File: config.mk
export PLATFORM = sky130hd
export DESIGN_NAME = wb_spi_slave
export DESIGN_NICKNAME = d
export VERILOG_FILES = /design/src/rtl/wb_spi_slave_pkg.sv /design/src/rtl/wb_spi_slave_sync.sv /design/src/rtl/wb_spi_slave.sv
export SDC_FILE = /design/constraint.sdc
export NUM_CORES = 1
export LEC_CHECK = 0
export BUFFER_PORTS_ARGS = -buffer_cell sky130_fd_sc_hd__buf_4
export CAP_MARGIN = 25
export CORE_ASPECT_RATIO = 1.75
export CORE_MARGIN = 5
export CORE_UTILIZATION = 43
export CTS_CLUSTER_DIAMETER = 200
export CTS_CLUSTER_SIZE = 25
export DETAILED_ROUTE_END_ITERATION = 8
export PLACE_DENSITY = 0.76
export SLEW_MARGIN = 10
export SYNTH_ARGS = -nofsm -noshare
export SYNTH_HDL_FRONTEND = slang
export SYNTH_SLANG_ARGS = --single-unit
File: constraint.sdc
create_clock -name clk -period 1.4 [get_ports clk]
set_input_delay 0.28 -clock clk [delete_from_list [all_inputs] [get_ports clk]]
set_output_delay 0.28 -clock clk [all_outputs]
set_load 0.05 [all_outputs]
File: src/rtl/wb_spi_slave_pkg.sv
// wb_spi_slave_pkg: register offsets, STATUS bit positions and frame states
// shared by the Wishbone SPI responder.
package wb_spi_slave_pkg;
    localparam logic [1:0] ADR_RXDATA = 2'd0;
    localparam logic [1:0] ADR_TXDATA = 2'd1;
    localparam logic [1:0] ADR_STATUS = 2'd2;
    localparam logic [1:0] ADR_CTRL   = 2'd3;

    localparam int STS_RX_VALID    = 0;
    localparam int STS_TX_FULL     = 1;
    localparam int STS_RX_OVERRUN  = 2;
    localparam int STS_BUSY        = 3;
    localparam int STS_TX_UNDERRUN = 4;

    typedef enum logic {ST_IDLE, ST_ACTIVE} state_t;
endpackage

File: src/rtl/wb_spi_slave_sync.sv
// spi_edge_sync: multi-flop synchronizer for an external pin with a
// previous-value flop producing single-cycle rise/fall pulses.
module spi_edge_sync #(
    parameter int stages = 2
) (
    input  logic clk,
    input  logic rst,
    input  logic din,
    output logic level,
    output logic rise,
    output logic fall
);
    logic [stages-1:0] sync;
    logic prev;

    always_ff @(posedge clk) begin
        if (!rst) begin
            sync <= '0;
            prev <= 1'b0;
        end else begin
            sync <= {sync[stages-2:0], din};
            prev <= sync[stages-1];
        end
    end

    assign level = sync[stages-1];
    assign rise  = level & ~prev;
    assign fall  = ~level & prev;
endmodule

File: src/rtl/wb_spi_slave.sv
// wb_spi_slave: mode-0 SPI responder oversampled in the system clock domain,
// exposing RX/TX bytes, status and control as Wishbone registers.
module wb_spi_slave
    import wb_spi_slave_pkg::*;
#(
    parameter logic [7:0] idle_byte   = 8'hFF,
    parameter int         sync_stages = 2
) (
    input  logic        clk,
    input  logic        rst,
    input  logic [31:0] wb_adr_i,
    input  logic [31:0] wb_dat_i,
    output logic [31:0] wb_dat_o,
    input  logic [3:0]  wb_sel_i,
    input  logic        wb_stb_i,
    input  logic        wb_cyc_i,
    input  logic        wb_we_i,
    output logic        wb_ack_o,
    input  logic        spi_sck,
    input  logic        spi_cs_n,
    input  logic        spi_mosi,
    output logic        spi_miso,
    output logic        irq
);
    logic sck_rise, sck_fall, cs_n, cs_fall, mosi;
    logic [3:0] unused_edges;
    logic unused;
    state_t state;
    logic enable, irq_en, rx_valid, tx_full, rx_overrun, tx_underrun;
    logic [7:0] rx_shift, rx_data, tx_shift, tx_hold;
    logic [2:0] bit_cnt;
    logic [1:0] adr;
    logic wb_req, rd_rx, wr_tx, wr_status, wr_ctrl;
    logic active, leave, start, shift_in, shift_out, load, done;
    logic [31:0] status, rd_data;

    spi_edge_sync #(.stages(sync_stages)) u_sck (
        .clk(clk), .rst(rst), .din(spi_sck),
        .level(unused_edges[0]), .rise(sck_rise), .fall(sck_fall)
    );
    spi_edge_sync #(.stages(sync_stages)) u_cs (
        .clk(clk), .rst(rst), .din(spi_cs_n),
        .level(cs_n), .rise(unused_edges[1]), .fall(cs_fall)
    );
    spi_edge_sync #(.stages(sync_stages)) u_mosi (
        .clk(clk), .rst(rst), .din(spi_mosi),
        .level(mosi), .rise(unused_edges[2]), .fall(unused_edges[3])
    );

    assign unused    = ^{wb_sel_i, wb_adr_i[31:4], wb_adr_i[1:0], wb_dat_i[31:8]};
    assign adr       = wb_adr_i[3:2];
    assign wb_req    = wb_stb_i & wb_cyc_i & ~wb_ack_o;
    assign rd_rx     = wb_req & ~wb_we_i & (adr == ADR_RXDATA);
    assign wr_tx     = wb_req & wb_we_i & (adr == ADR_TXDATA);
    assign wr_status = wb_req & wb_we_i & (adr == ADR_STATUS);
    assign wr_ctrl   = wb_req & wb_we_i & (adr == ADR_CTRL);

    // Leaving the frame outranks any sck edge seen in the same cycle.
    assign active    = state == ST_ACTIVE;
    assign leave     = active & (cs_n | ~enable);
    assign start     = ~active & cs_fall & enable;
    assign shift_in  = active & ~leave & sck_rise;
    assign shift_out = active & ~leave & sck_fall & (bit_cnt != 3'd0);
    assign load      = start | (active & ~leave & sck_fall & (bit_cnt == 3'd0));
    assign done      = shift_in & (bit_cnt == 3'd7);
    assign spi_miso  = active & tx_shift[7];

    always_comb begin
        status = '0;
        status[STS_RX_VALID]    = rx_valid;
        status[STS_TX_FULL]     = tx_full;
        status[STS_RX_OVERRUN]  = rx_overrun;
        status[STS_BUSY]        = active;
        status[STS_TX_UNDERRUN] = tx_underrun;
        rd_data = (adr == ADR_RXDATA) ? {24'h0, rx_data} :
                  (adr == ADR_STATUS) ? status :
                  (adr == ADR_CTRL)   ? {30'h0, irq_en, enable} : '0;
    end

    always_ff @(posedge clk) begin
        if (!rst) begin
            wb_ack_o    <= 1'b0;
            wb_dat_o    <= '0;
            irq         <= 1'b0;
            state       <= ST_IDLE;
            enable      <= 1'b0;
            irq_en      <= 1'b0;
            rx_valid    <= 1'b0;
            tx_full     <= 1'b0;
            rx_overrun  <= 1'b0;
            tx_underrun <= 1'b0;
            rx_shift    <= '0;
            rx_data     <= '0;
            tx_hold     <= '0;
            tx_shift    <= idle_byte;
            bit_cnt     <= '0;
        end else begin
            wb_ack_o <= wb_req;
            if (wb_req & ~wb_we_i) wb_dat_o <= rd_data;
            if (wr_ctrl) {irq_en, enable} <= wb_dat_i[1:0];
            if (wr_tx) tx_hold <= wb_dat_i[7:0];
            // Setting events win over same-cycle clears (reads, W1C, loads).
            tx_full     <= wr_tx | (tx_full & ~load);
            tx_underrun <= (load & ~tx_full) | (tx_underrun & ~(wr_status & wb_dat_i[STS_TX_UNDERRUN]));
            rx_overrun  <= (done & rx_valid & ~rd_rx) | (rx_overrun & ~(wr_status & wb_dat_i[STS_RX_OVERRUN]));
            rx_valid    <= done | (rx_valid & ~rd_rx);
            if (done) rx_data <= {rx_shift[6:0], mosi};
            irq <= irq_en & rx_valid;
            if (leave) state <= ST_IDLE;
            else if (start) state <= ST_ACTIVE;
            if (start) bit_cnt <= '0;
            else if (shift_in) bit_cnt <= bit_cnt + 3'd1;
            if (shift_in) rx_shift <= {rx_shift[6:0], mosi};
            if (load) tx_shift <= tx_full ? tx_hold : idle_byte;
            else if (shift_out) tx_shift <= {tx_shift[6:0], 1'b0};
        end
    end
endmodule

**Word level (Yosys, flattened, before mapping)**

Cells that the tools add are included.

- Add/sub/neg operators: 1
- Reductions and logical operators: 6
- Bitwise operators: 51
- $lt $le $gt $ge: 0
- Eq/ne operators: 4
- $mul: 0
- Shift operators: 0
- Divide/modulo/power cells: 0
- Mux-type cells: 6

Operators with widths:

| operator | number |
|---|---|
| 8-bit 2-to-1 mux | 4 |
| 1-bit bitwise AND | 31 |
| 1-bit NOT | 14 |
| 1-bit OR | 6 |
| 5-bit 2-to-1 mux | 1 |
| 2-bit == test (second input constant) | 2 |
| 2-bit OR reduction | 2 |
| 3-bit by 1-bit adder with 3-bit output (second input constant) | 1 |
| 3-bit == test (second input constant) | 1 |
| 3-bit zero test | 1 |
| 3-bit nonzero test | 1 |
| 2-bit by 1-bit == test with 1-bit output (second input constant) | 1 |
| 2-bit zero test | 1 |
| 2-bit 2-to-1 mux | 1 |
| 2-bit nonzero test | 1 |

- Latch bits: 0
- Register bits: 83
- Word-level logic and storage cells: 88
- Bits of input ports: 76
- ROM bits: 0
- Bits in writable memories: 0
- Output and inout port bits: 35
- Memories kept: 0

**Logic depth before layout (Yosys ltp)**

Gate-level depths: netlist of the first run.

- Word-level depth: 11
- Mapped depth: 7
- Gate-level depth less buffers: 6

**Modules after synthesis**

From an unflattened synthesis of the first run, not the netlist that was laid out.

- Cell total of the unflattened synthesis: 302
- Area total of the unflattened synthesis: 2735.1 um^2

By module, submodules not included:

| module | instances | area an instance (um^2) | cells an instance | seq. area each (um^2) |
|---|---|---|---|---|
| wb_spi_slave | 1 | 2461.1 | 278 | 1021.0 |
| spi_edge_sync | 3 | 91.3 | 8 | 60.1 |

**Worst setup path before layout of the first run**

OpenSTA, ideal clock, no wires.

- Kind: reg-to-reg
- From: register wb_ack_o
- To: register tx_hold[6]
- Setup time: 0.074 ns
- Cell stages (with the launch flop): 6
- Slack: -0.173 ns
- Period minus slack after synthesis: 1.573 ns
- Arrival: 1.498 ns
- Cell sequence: dfxtp_1 nand4b_1 nor3b_4 buf_4 nand3_1 o21ai_0

- Word-level cells in the longest chain between the ends: 4

Ends and longest elaborated chain:

| what | line | source |
|---|---|---|
| start, declared | wb_spi_slave.sv:18 | `output logic wb_ack_o,` |
| start signal, assigned | wb_spi_slave.sv:98 | `wb_ack_o <= wb_req;` |
| 1-bit NOT | wb_spi_slave.sv:52 | `assign wb_req = wb_stb_i & wb_cyc_i & ~wb_ack_o;` |
| 1-bit bitwise AND | wb_spi_slave.sv:52 |  |
| 1-bit bitwise AND (2 in a row) | wb_spi_slave.sv:54 | `assign wr_tx = wb_req & wb_we_i & (adr == ADR_TXDATA);` |
| end signal, assigned | wb_spi_slave.sv:101 | `if (wr_tx) tx_hold <= wb_dat_i[7:0];` |
| end, declared | wb_spi_slave.sv:30 | `logic [7:0] rx_shift, rx_data, tx_shift, tx_hold;` |

No other way between the ends.
A chain may end at the register's enable or synchronous reset.

**Final worst setup path of the first run**

- From: register wb_ack_o
- To: register tx_hold[4]

The elaborated chain is that of the path after synthesis.

==> results.yml, run 1 <==
critical_path:
  start_kind: "register"
  worstSetupEndpointType: "register"
  required_ps: 1650
  worstSetupPathType: "reg2reg"
  worstPathArrival_ps: 1730
  rr_startpoint: "wb_ack_o$_SDFF_PN0_"
  reg2reg_slack_ps: -80
  crit_fanout: 8
  reg2regPathDepth: 5
  worst_r2r_endpoint: "tx_hold[4]$_SDFFE_PN0P_"
detailed_routing:
  wl_per_cell_um: 14.6
  drtIter0Drc: 108
  drt-vias-per-instance: 4.96
  firstDrtPassIters: 4
  route.detailed.drc: 0
  via_count: 2010
  ant_nets: 0
  drt-total-wl_um: 5930
synthesis:
  syn_area_per_cell_sq_um: 9.46
  syn_area_sq_um: 2560
  synthesis.instances: 271
  yosys_warnings: 0
  synth-seq-cells: 59
  yosysUniqueCellTypes: 39
  ys_seq_area_frac: 0.461
floorplan:
  die-area_sq_um: 7670
  ios: 111
  fp.dieW_um: 68.4
  rows: 37
  core-area_sq_um: 5830
  die_h_um: 112
  start_util: 0.440
min_path:
  min_path_cells: 2
  hold_path.class: "in2reg"
  worstHoldEndpoint: "u_mosi.sync[0]$_SDFF_PN0_"
  min_from: "spi_mosi"
layout:
  n_antenna_cell: 0
  fillers: 506
  multi_input_area_sq_um: 1410
  final_area_sq_um: 3370
  drive_gt1_frac: 0.346
  mostFrequentLayoutCell: "dfxtp_1"
  fin_util: 0.578
  final_cell_mix: "dfxtp_1, buf_4, nand2_1"
  area_delta_synth_final_pct: 31.4
  regArea_sq_um: 1190
  layout.cells.non_filler: 405
  nNetsFinal: 401
global_routing:
  grt_max_degree: 38
  grt_pass1_wl_um: 8960
  overflow: 0
  grt_pass1_vias: 1941
  use_met3: 0.0370
  met1_usage: 0.151
  grt_use_total: 0.159
  antenna_found_initial: 0
  busiest_layer: "met2"
  use_met2: 0.281
power:
  powerDensity_nw_per_um2: 1030
  peakVddDrop_v: 0.000453
  p_leak_nw: 1.39
  total_power_mw: 3.46
job:
  cap_violations: 0
clocking:
  clk_pin_slew_ps: 60
  htreeDepth: 3
  numCtsBuffers: 9
  tritoncts: "done"
  hold_buffers: 0
  clockBufferDepth: 2
  cts_sinks: 59
  clockRootBuffer: "clkbuf_8"
  insertion_delay_ps: 340
timing:
  finalWorstSetupSlack_ps: -84.3
  setup_violations: 17
  max_freq_ghz: 0.674
  maxSlewViolCount: 0
  period_share: 1.06
  timing.hold.ws_ps: 154
  setup_tns_ps: -695
  grt_setup_unrepaired: "yes"
  fin_crit_ps: 1480
  hold_viol: 0
  fin_skew_ps: 9.34
placement:
  dpl_cell_area_sq_um: 2860
  portBuffers: 28
  gp_congestion: 0.743
  hpwl_um: 3880
  dpl_worst_slack_ps: -142
  dp.cells: 379
outcome:
  violations: "negative setup slack"
  status: "finished with violations"
routing by layer:
layer,wire length [um],share of wire,vias up
met4,155,0.026,0
met2,3410,0.58,50
met5,0,0,-
li1,-,-,994
met1,2120,0.36,955
met3,241,0.041,11
power by group:
| group | switching, mW | internal [mW] |
|---|---|---|
| clock | 0.632 | 0.779 |
| sequential | 0.0112 | 1.69 |
| combinational | 0.246 | 0.0930 |
| total | 0.890 | 2.57 |
worst max-delay path, stage by stage, from the launching register on:
cell and delay (ps):
dfxtp_4 340, nand4b_1 240, nor3b_4 410, clkbuf_16 240, nand3_1 70, o21ai_0 100
cells by family (layout without fill, tap and decap cells):
family                   count (synthesis)  count (layout)  share of synthesized area
multiplexers                            22              22                     0.0869
AO/OA/AOI/OAI                           42              42                      0.110
other                                    1              24                    0.00146
flip-flops                              59              59                      0.461
adder cells (fa/ha/maj)                  3               3                     0.0146
AND/OR/NAND/NOR                        102             103                      0.218
XOR/XNOR                                 1               1                    0.00342
buffers and inverters                   41              73                      0.104
worst max-delay path by stage:
stage | start | slack, ps | depth (start not counted) | endpoint
3_3_place_gp | bit_cnt[0]$_SDFFE_PP0P_ | -100 | 6 | tx_shift[1]$_SDFFE_PN1P_
2_1_floorplan | wb_ack_o$_SDFF_PN0_ | 20 | 5 | tx_hold[6]$_SDFFE_PN0P_
6_report | wb_ack_o$_SDFF_PN0_ | -80 | 5 | tx_hold[4]$_SDFFE_PN0P_
3_5_place_dp | bit_cnt[1]$_SDFFE_PP0P_ | -140 | 7 | rx_data[3]$_SDFFE_PN0P_
5_1_grt | bit_cnt[0]$_SDFFE_PP0P_ | -140 | 7 | rx_data[7]$_SDFFE_PN0P_
4_1_cts | bit_cnt[0]$_SDFFE_PP0P_ | -50 | 7 | rx_data[7]$_SDFFE_PN0P_
flip-flops by register name, summed over array words and instances (netlist names), 2 cells and up:
signal / flops
u_mosi.sync: 2
tx_shift: 8
u_sck.sync: 2
bit_cnt: 3
rx_shift: 7
tx_hold: 8
wb_dat_o: 8
rx_data: 8
u_cs.sync: 2
final cells by class:
cell class | count | area share
multi-input combinational | 195 | 0.417
sequential | 59 | 0.354
inverter | 3 | 0.00408
tap | 78 | 0.0290
clock inverter | 4 | 0.00706
clock buffer | 12 | 0.0490
timing repair buffer | 54 | 0.140
cell usage after synthesis:
cell        n  area [sq um]
inv_1       3          11.3
nand3b_1    1          7.51
mux2_2      2          22.5
xnor2_1     1          8.76
o211a_1     2          20.0
nand3_1    20           100
ha_1        3          37.5
nor2_1      6          22.5
nor3_1      4          20.0
nand2b_1    5          31.3
mux2i_1    20           200
clkbuf_1    9          33.8
nor3b_1     1          7.51
buf_6       2          22.5
nand4bb_1   1          11.3
a21oi_1     4          20.0
a21o_1      1          7.51
dfxtp_1    59          1180
nand2_1    27           101
o31ai_1     1          7.51
conb_1      1          3.75
buf_2       1          5.00
a21boi_0    3          22.5
and3_1      1          6.26
nor3b_4     1          18.8
nor2b_1    20           125
o211ai_1    1          7.51
o311ai_0    2          17.5
o221ai_1    7          61.3
nand4b_1    1          8.76
o21ai_0    15          75.1
and4bb_2    1          12.5
nor4_1      1          6.26
a22o_1      1          8.76
and2_1     11          68.8
buf_4      26           195
or3_4       1          11.3
o21ai_1     3          15.0
a221o_1     2          20.0
repair_timing:
item	in CTS	in global routing
setup buffers	4	2
gates resized for setup	18	42
pin swaps	1	12
gates cloned	1	3
setup endpoints to repair	28	33
No activity file was read; power rests on OpenSTA's default activity.
==> run 2, diff against run 1 <==
--- a/config.mk
+++ b/config.mk
@@ -9,11 +9,12 @@
 export CAP_MARGIN = 25
 export CORE_ASPECT_RATIO = 1.75
 export CORE_MARGIN = 5
-export CORE_UTILIZATION = 43
+export CORE_UTILIZATION = 44
+export CTS_BUF_LIST = sky130_fd_sc_hd__clkbuf_4
 export CTS_CLUSTER_DIAMETER = 200
 export CTS_CLUSTER_SIZE = 25
 export DETAILED_ROUTE_END_ITERATION = 8
-export PLACE_DENSITY = 0.76
+export PLACE_DENSITY = 0.78
 export SLEW_MARGIN = 10
 export SYNTH_ARGS = -nofsm -noshare
 export SYNTH_HDL_FRONTEND = slang
==> results.yml, run 2 (synthesis gave the netlist of run 1 again) <==
detailed_routing:
  drtIter0Drc: 82
  drt-total-wl_um: 5830
  drt-vias-per-instance: 5.04
  route.detailed.drc: 0
  via_count: 2031
  firstDrtPassIters: 6
  wl_per_cell_um: 14.5
  ant_nets: 0
layout:
  mostFrequentLayoutCell: "dfxtp_1"
  drive_gt1_frac: 0.294
  nNetsFinal: 403
  area_delta_synth_final_pct: 24.7
  final_cell_mix: "dfxtp_1, buf_4, nand2_1"
  final_area_sq_um: 3200
critical_path:
  worstSetupEndpointType: "register"
  start_kind: "register"
  worstSetupPathType: "reg2reg"
  required_ps: 1680
  critPathMostFrequentCell: "ha_4"
  worstPathArrival_ps: 1740
  rr_startpoint: "bit_cnt[0]$_SDFFE_PP0P_"
  cp_slowest_cell: "dfxtp_2"
  crit_chain: "ha_4, ha_4, inv_4, nor4_4, buf_4, mux2i_1, nor2b_1"
  cpLargestDelayFamily: "flip-flops"
  critPathMaxStageDelay_ps: 360
  crit_start: "bit_cnt[0]$_SDFFE_PP0P_"
  crit_fanout: 4
  crit_buf_inv: 2
timing:
  fin_skew_ps: 11.8
  grt_setup_unrepaired: "yes"
  maxSlewViolCount: 0
  period_share: 1.05
  setup_violations: 9
  fin_crit_ps: 1470
  max_freq_ghz: 0.682
  hold_viol: 0
  finalWorstSetupSlack_ps: -66.5
placement:
  gp_congestion: 0.741
  dpl_cell_area_sq_um: 2860
  portBuffers: 28
  hpwl_um: 3870
  dpl_worst_slack_ps: -139
clocking:
  clk_pin_slew_ps: 80
  insertion_delay_ps: 390
  numCtsBuffers: 9
  cts_sinks: 59
  tritoncts: "done"
  clockRootBuffer: "clkbuf_4"
  clockBufferDepth: 2
  htreeDepth: 3
global_routing:
  antenna_found_initial: 1
  grt_max_degree: 37
  grt_use_total: 0.157
  grt_pass1_vias: 2015
  overflow: 0
  grt_pass1_wl_um: 8850
power:
  p_int_mw: 2.18
  total_power_mw: 2.95
  p_sw_mw: 0.773
  p_leak_nw: 1.34
  p_comb_frac: 0.113
  swShare: 0.262
  p_seq_frac: 0.577
  pwr-share-clk: 0.309
  powerDensity_nw_per_um2: 924
  peakVddDrop_v: 0.000367
min_path:
  min_from: "spi_cs_n"
  hold_path.class: "in2reg"
job:
  cap_violations: 0
outcome:
  status: "finished with violations"
  violations: "negative setup slack"
floorplan:
  die-area_sq_um: 7510
  start_util: 0.455
  rows: 36
  fp.dieW_um: 67.7
  core-area_sq_um: 5630
  ios: 111
  die_h_um: 111
==> run 2: stage by stage <==
step,hold WS [ps],utilization,cells,TNS (ps)
final,102,0.568,403,-232
after global routing,73.2,0.568,403,-1490
after CTS,71.8,0.539,395,-100
after detailed placement,424,0.509,379,-1330
after global placement,414,0.509,379,-852
after floorplan,407,-,294,0
==> run 2: layout make-up <==
type	count	area [sq um]
Clock inverter	1	3.75
Antenna cell	1	2.50
Clock buffer	12	90.1
Fill cell	493	2430
Timing Repair Buffer	57	483
Sequential cell	59	1190
Inverter	3	13.8
Tap cell	76	95.1
Multi-Input combinational cell	194	1320
==> run 2: what timing repair did <==
item                                    4_1_cts  5_1_grt
hold buffers                                  0        0
buffers inserted                              2        5
resized for setup                            16       19
pin swaps                                    10        4
endpoints found under the setup margin       27       43
gates cloned                                  1        2
==> run 2: metal layers <==
layer  track usage  up-vias  wire [um]
met1         0.146      948       2030
met4         0.118        0        230
met3        0.0375       18        302
li1              -      997          -
met5             0        -          0
met2         0.277       68       3260
==> run 2: worst reg2reg max path: cells and delay by family, from the launching register on <==
family,cells,cell delay (ps)
fa+ha+maj,2,270
flops,1,360
mux,1,210
buf+inv,2,260
simple gates,2,270
==> run 2: power by group through the flow <==
stage | sequential, mW | combinational [mW] | clock, mW
CTS | 1.70 | 0.315 | 0.947
global route | 1.71 | 0.353 | 1.02
floorplan | 1.75 | 0.270 | 0
detailed placement | 1.74 | 0.312 | 0
global placement | 1.74 | 0.309 | 0
finish | 1.70 | 0.335 | 0.913
==> run 2: worst paths after layout <==
| kind | end | slack, ps | cells past startpoint |
|---|---|---|---|
| max | rx_data[0]$_SDFFE_PN0P_ | -70 | 7 |
| min | u_cs.sync[0]$_SDFF_PN0_ | 100 | 2 |
| max reg2reg | rx_data[0]$_SDFFE_PN0P_ | -70 | 7 |
| min reg2reg | u_mosi.sync[1]$_SDFF_PN0_ | 440 | 1 |
==> run 3, diff against run 2 <==
--- a/config.mk
+++ b/config.mk
@@ -15,6 +15,7 @@
 export CTS_CLUSTER_SIZE = 25
 export DETAILED_ROUTE_END_ITERATION = 8
 export PLACE_DENSITY = 0.78
+export SKIP_LAST_GASP = 1
 export SLEW_MARGIN = 10
 export SYNTH_ARGS = -nofsm -noshare
 export SYNTH_HDL_FRONTEND = slang
==> results.yml, run 3 (synthesis gave the netlist of run 1 again) <==
outcome:
  status: "finished with violations"
  violations: "negative setup slack"
floorplan:
  ios: 111
  die-area_sq_um: 7510
  rows: 36
  core-area_sq_um: 5630
  die_h_um: 111
  fp.dieW_um: 67.7
  start_util: 0.455
detailed_routing:
  route.detailed.drc: 0
  wl_per_cell_um: 15.9
  via_count: 2075
  drt-total-wl_um: 6440
  firstDrtPassIters: 4
  drtIter0Drc: 62
  drt-vias-per-instance: 5.11
  ant_nets: 0
layout:
  drive_gt1_frac: 0.319
  layout.cells.non_filler: 406
  final_cell_mix: "dfxtp_1, buf_4, nand2_1"
  area_delta_synth_final_pct: 28.6
  nNetsFinal: 406
  mostFrequentLayoutCell: "dfxtp_1"
  final_area_sq_um: 3300
placement:
  gp_congestion: 0.741
  dp.cells: 379
  portBuffers: 28
  hpwl_um: 3870
  dpl_cell_area_sq_um: 2860
  dpl_worst_slack_ps: -139
clocking:
  cts_sinks: 59
  clk_pin_slew_ps: 80
  clockRootBuffer: "clkbuf_4"
  numCtsBuffers: 9
  htreeDepth: 3
  insertion_delay_ps: 390
  clockBufferDepth: 2
  tritoncts: "done"
timing:
  setup_tns_ps: -313
  timing.hold.ws_ps: 103
  setup_violations: 10
  hold_viol: 0
  finalWorstSetupSlack_ps: -71.8
  fin_crit_ps: 1470
  grt_setup_unrepaired: "yes"
  maxSlewViolCount: 0
  max_freq_ghz: 0.679
  fin_skew_ps: 12.7
  period_share: 1.05
critical_path:
  worst_r2r_endpoint: "rx_data[0]$_SDFFE_PN0P_"
  worstSetupPathType: "reg2reg"
  worst-path-stages: 7
  crit_chain: "ha_4, ha_4, inv_4, nor4_4, buf_4, mux2i_1, nor2b_1"
  critPathMostFrequentCell: "ha_4"
  reg2reg_slack_ps: -70
  reg2regPathDepth: 7
  cpLargestDelayFamily: "flip-flops"
  crit_path_end: "rx_data[0]$_SDFFE_PN0P_"
  crit_fanout: 4
  start_kind: "register"
  rr_startpoint: "bit_cnt[0]$_SDFFE_PP0P_"
  crit_buf_inv: 2
  cp_slowest_cell: "dfxtp_2"
  crit_start: "bit_cnt[0]$_SDFFE_PP0P_"
  critPathMaxStageDelay_ps: 360
  worstSetupEndpointType: "register"
  required_ps: 1670
  worstPathArrival_ps: 1740
global_routing:
  overflow: 0
  grt_pass1_wl_um: 8830
  grt_use_total: 0.157
  grt_pass1_vias: 2008
  antenna_found_initial: 1
  grt_max_degree: 37
job:
  cap_violations: 0
power:
  p_seq_frac: 0.575
  pwr-share-clk: 0.310
  p_sw_mw: 0.785
  swShare: 0.265
  peakVddDrop_v: 0.000370
  p_int_mw: 2.18
  p_leak_nw: 1.38
  p_comb_frac: 0.115
  powerDensity_nw_per_um2: 900
min_path:
  min_from: "spi_cs_n"
  hold_path.class: "in2reg"
run 3: cell types whose count changed in the layout (fill, tap and decap cells not counted), sizes merged:
cell,before,now
buf,55,58
run 3: how the worst min path moves through the flow:
stage                           endpoint  slack [ps]  cells after the start
3_5_place_dp   u_mosi.sync[1]$_SDFF_PN0_         420                      1
3_3_place_gp     u_cs.sync[1]$_SDFF_PN0_         410                      1
4_1_cts        u_mosi.sync[0]$_SDFF_PN0_          70                      2
6_report         u_cs.sync[0]$_SDFF_PN0_         100                      2
5_1_grt          u_cs.sync[0]$_SDFF_PN0_          70                      2
2_1_floorplan    u_cs.sync[0]$_SDFF_PN0_         410                      1
run 3: area by class of cell:
type	instances	area, sq um
Fill cell	471	2330
Clock buffer	12	90.1
Clock inverter	1	3.75
Sequential cell	59	1190
Multi-Input combinational cell	194	1380
Tap cell	76	95.1
Inverter	3	16.3
Timing Repair Buffer	60	517
Antenna cell	1	2.50
run 3: timing repair:
| item | in CTS | in global routing |
|---|---|---|
| hold buffers | 0 | 0 |
| gates resized for setup | 14 | 35 |
| setup buffers | 2 | 11 |
| pin swaps | 2 | 12 |
| endpoints found under the setup margin | 27 | 43 |
| cloned | 1 | 2 |
run 3: power groups by stage:
stage                     Sequential, mW  Combinational, mW  Clock (mW)
after floorplan                     1.75              0.270           0
after CTS                           1.70              0.315       0.947
after detailed placement            1.74              0.312           0
after global placement              1.74              0.309           0
final                               1.71              0.341       0.921
after global routing                1.71              0.359        1.03
run 3: layer usage:
layer	global-route usage	up-vias	share of wire
met1	0.145	977	0.33
met5	0	-	0
li1	-	1000	-
met2	0.277	72	0.57
met4	0.118	0	0.053
met3	0.0375	26	0.044
run 3: per-stage QoR:
step	util	total power [mW]
floorplan	-	2.02
global placement	0.509	2.05
detailed placement	0.509	2.05
CTS	0.538	2.97
global route	0.585	3.10
finish	0.585	2.97
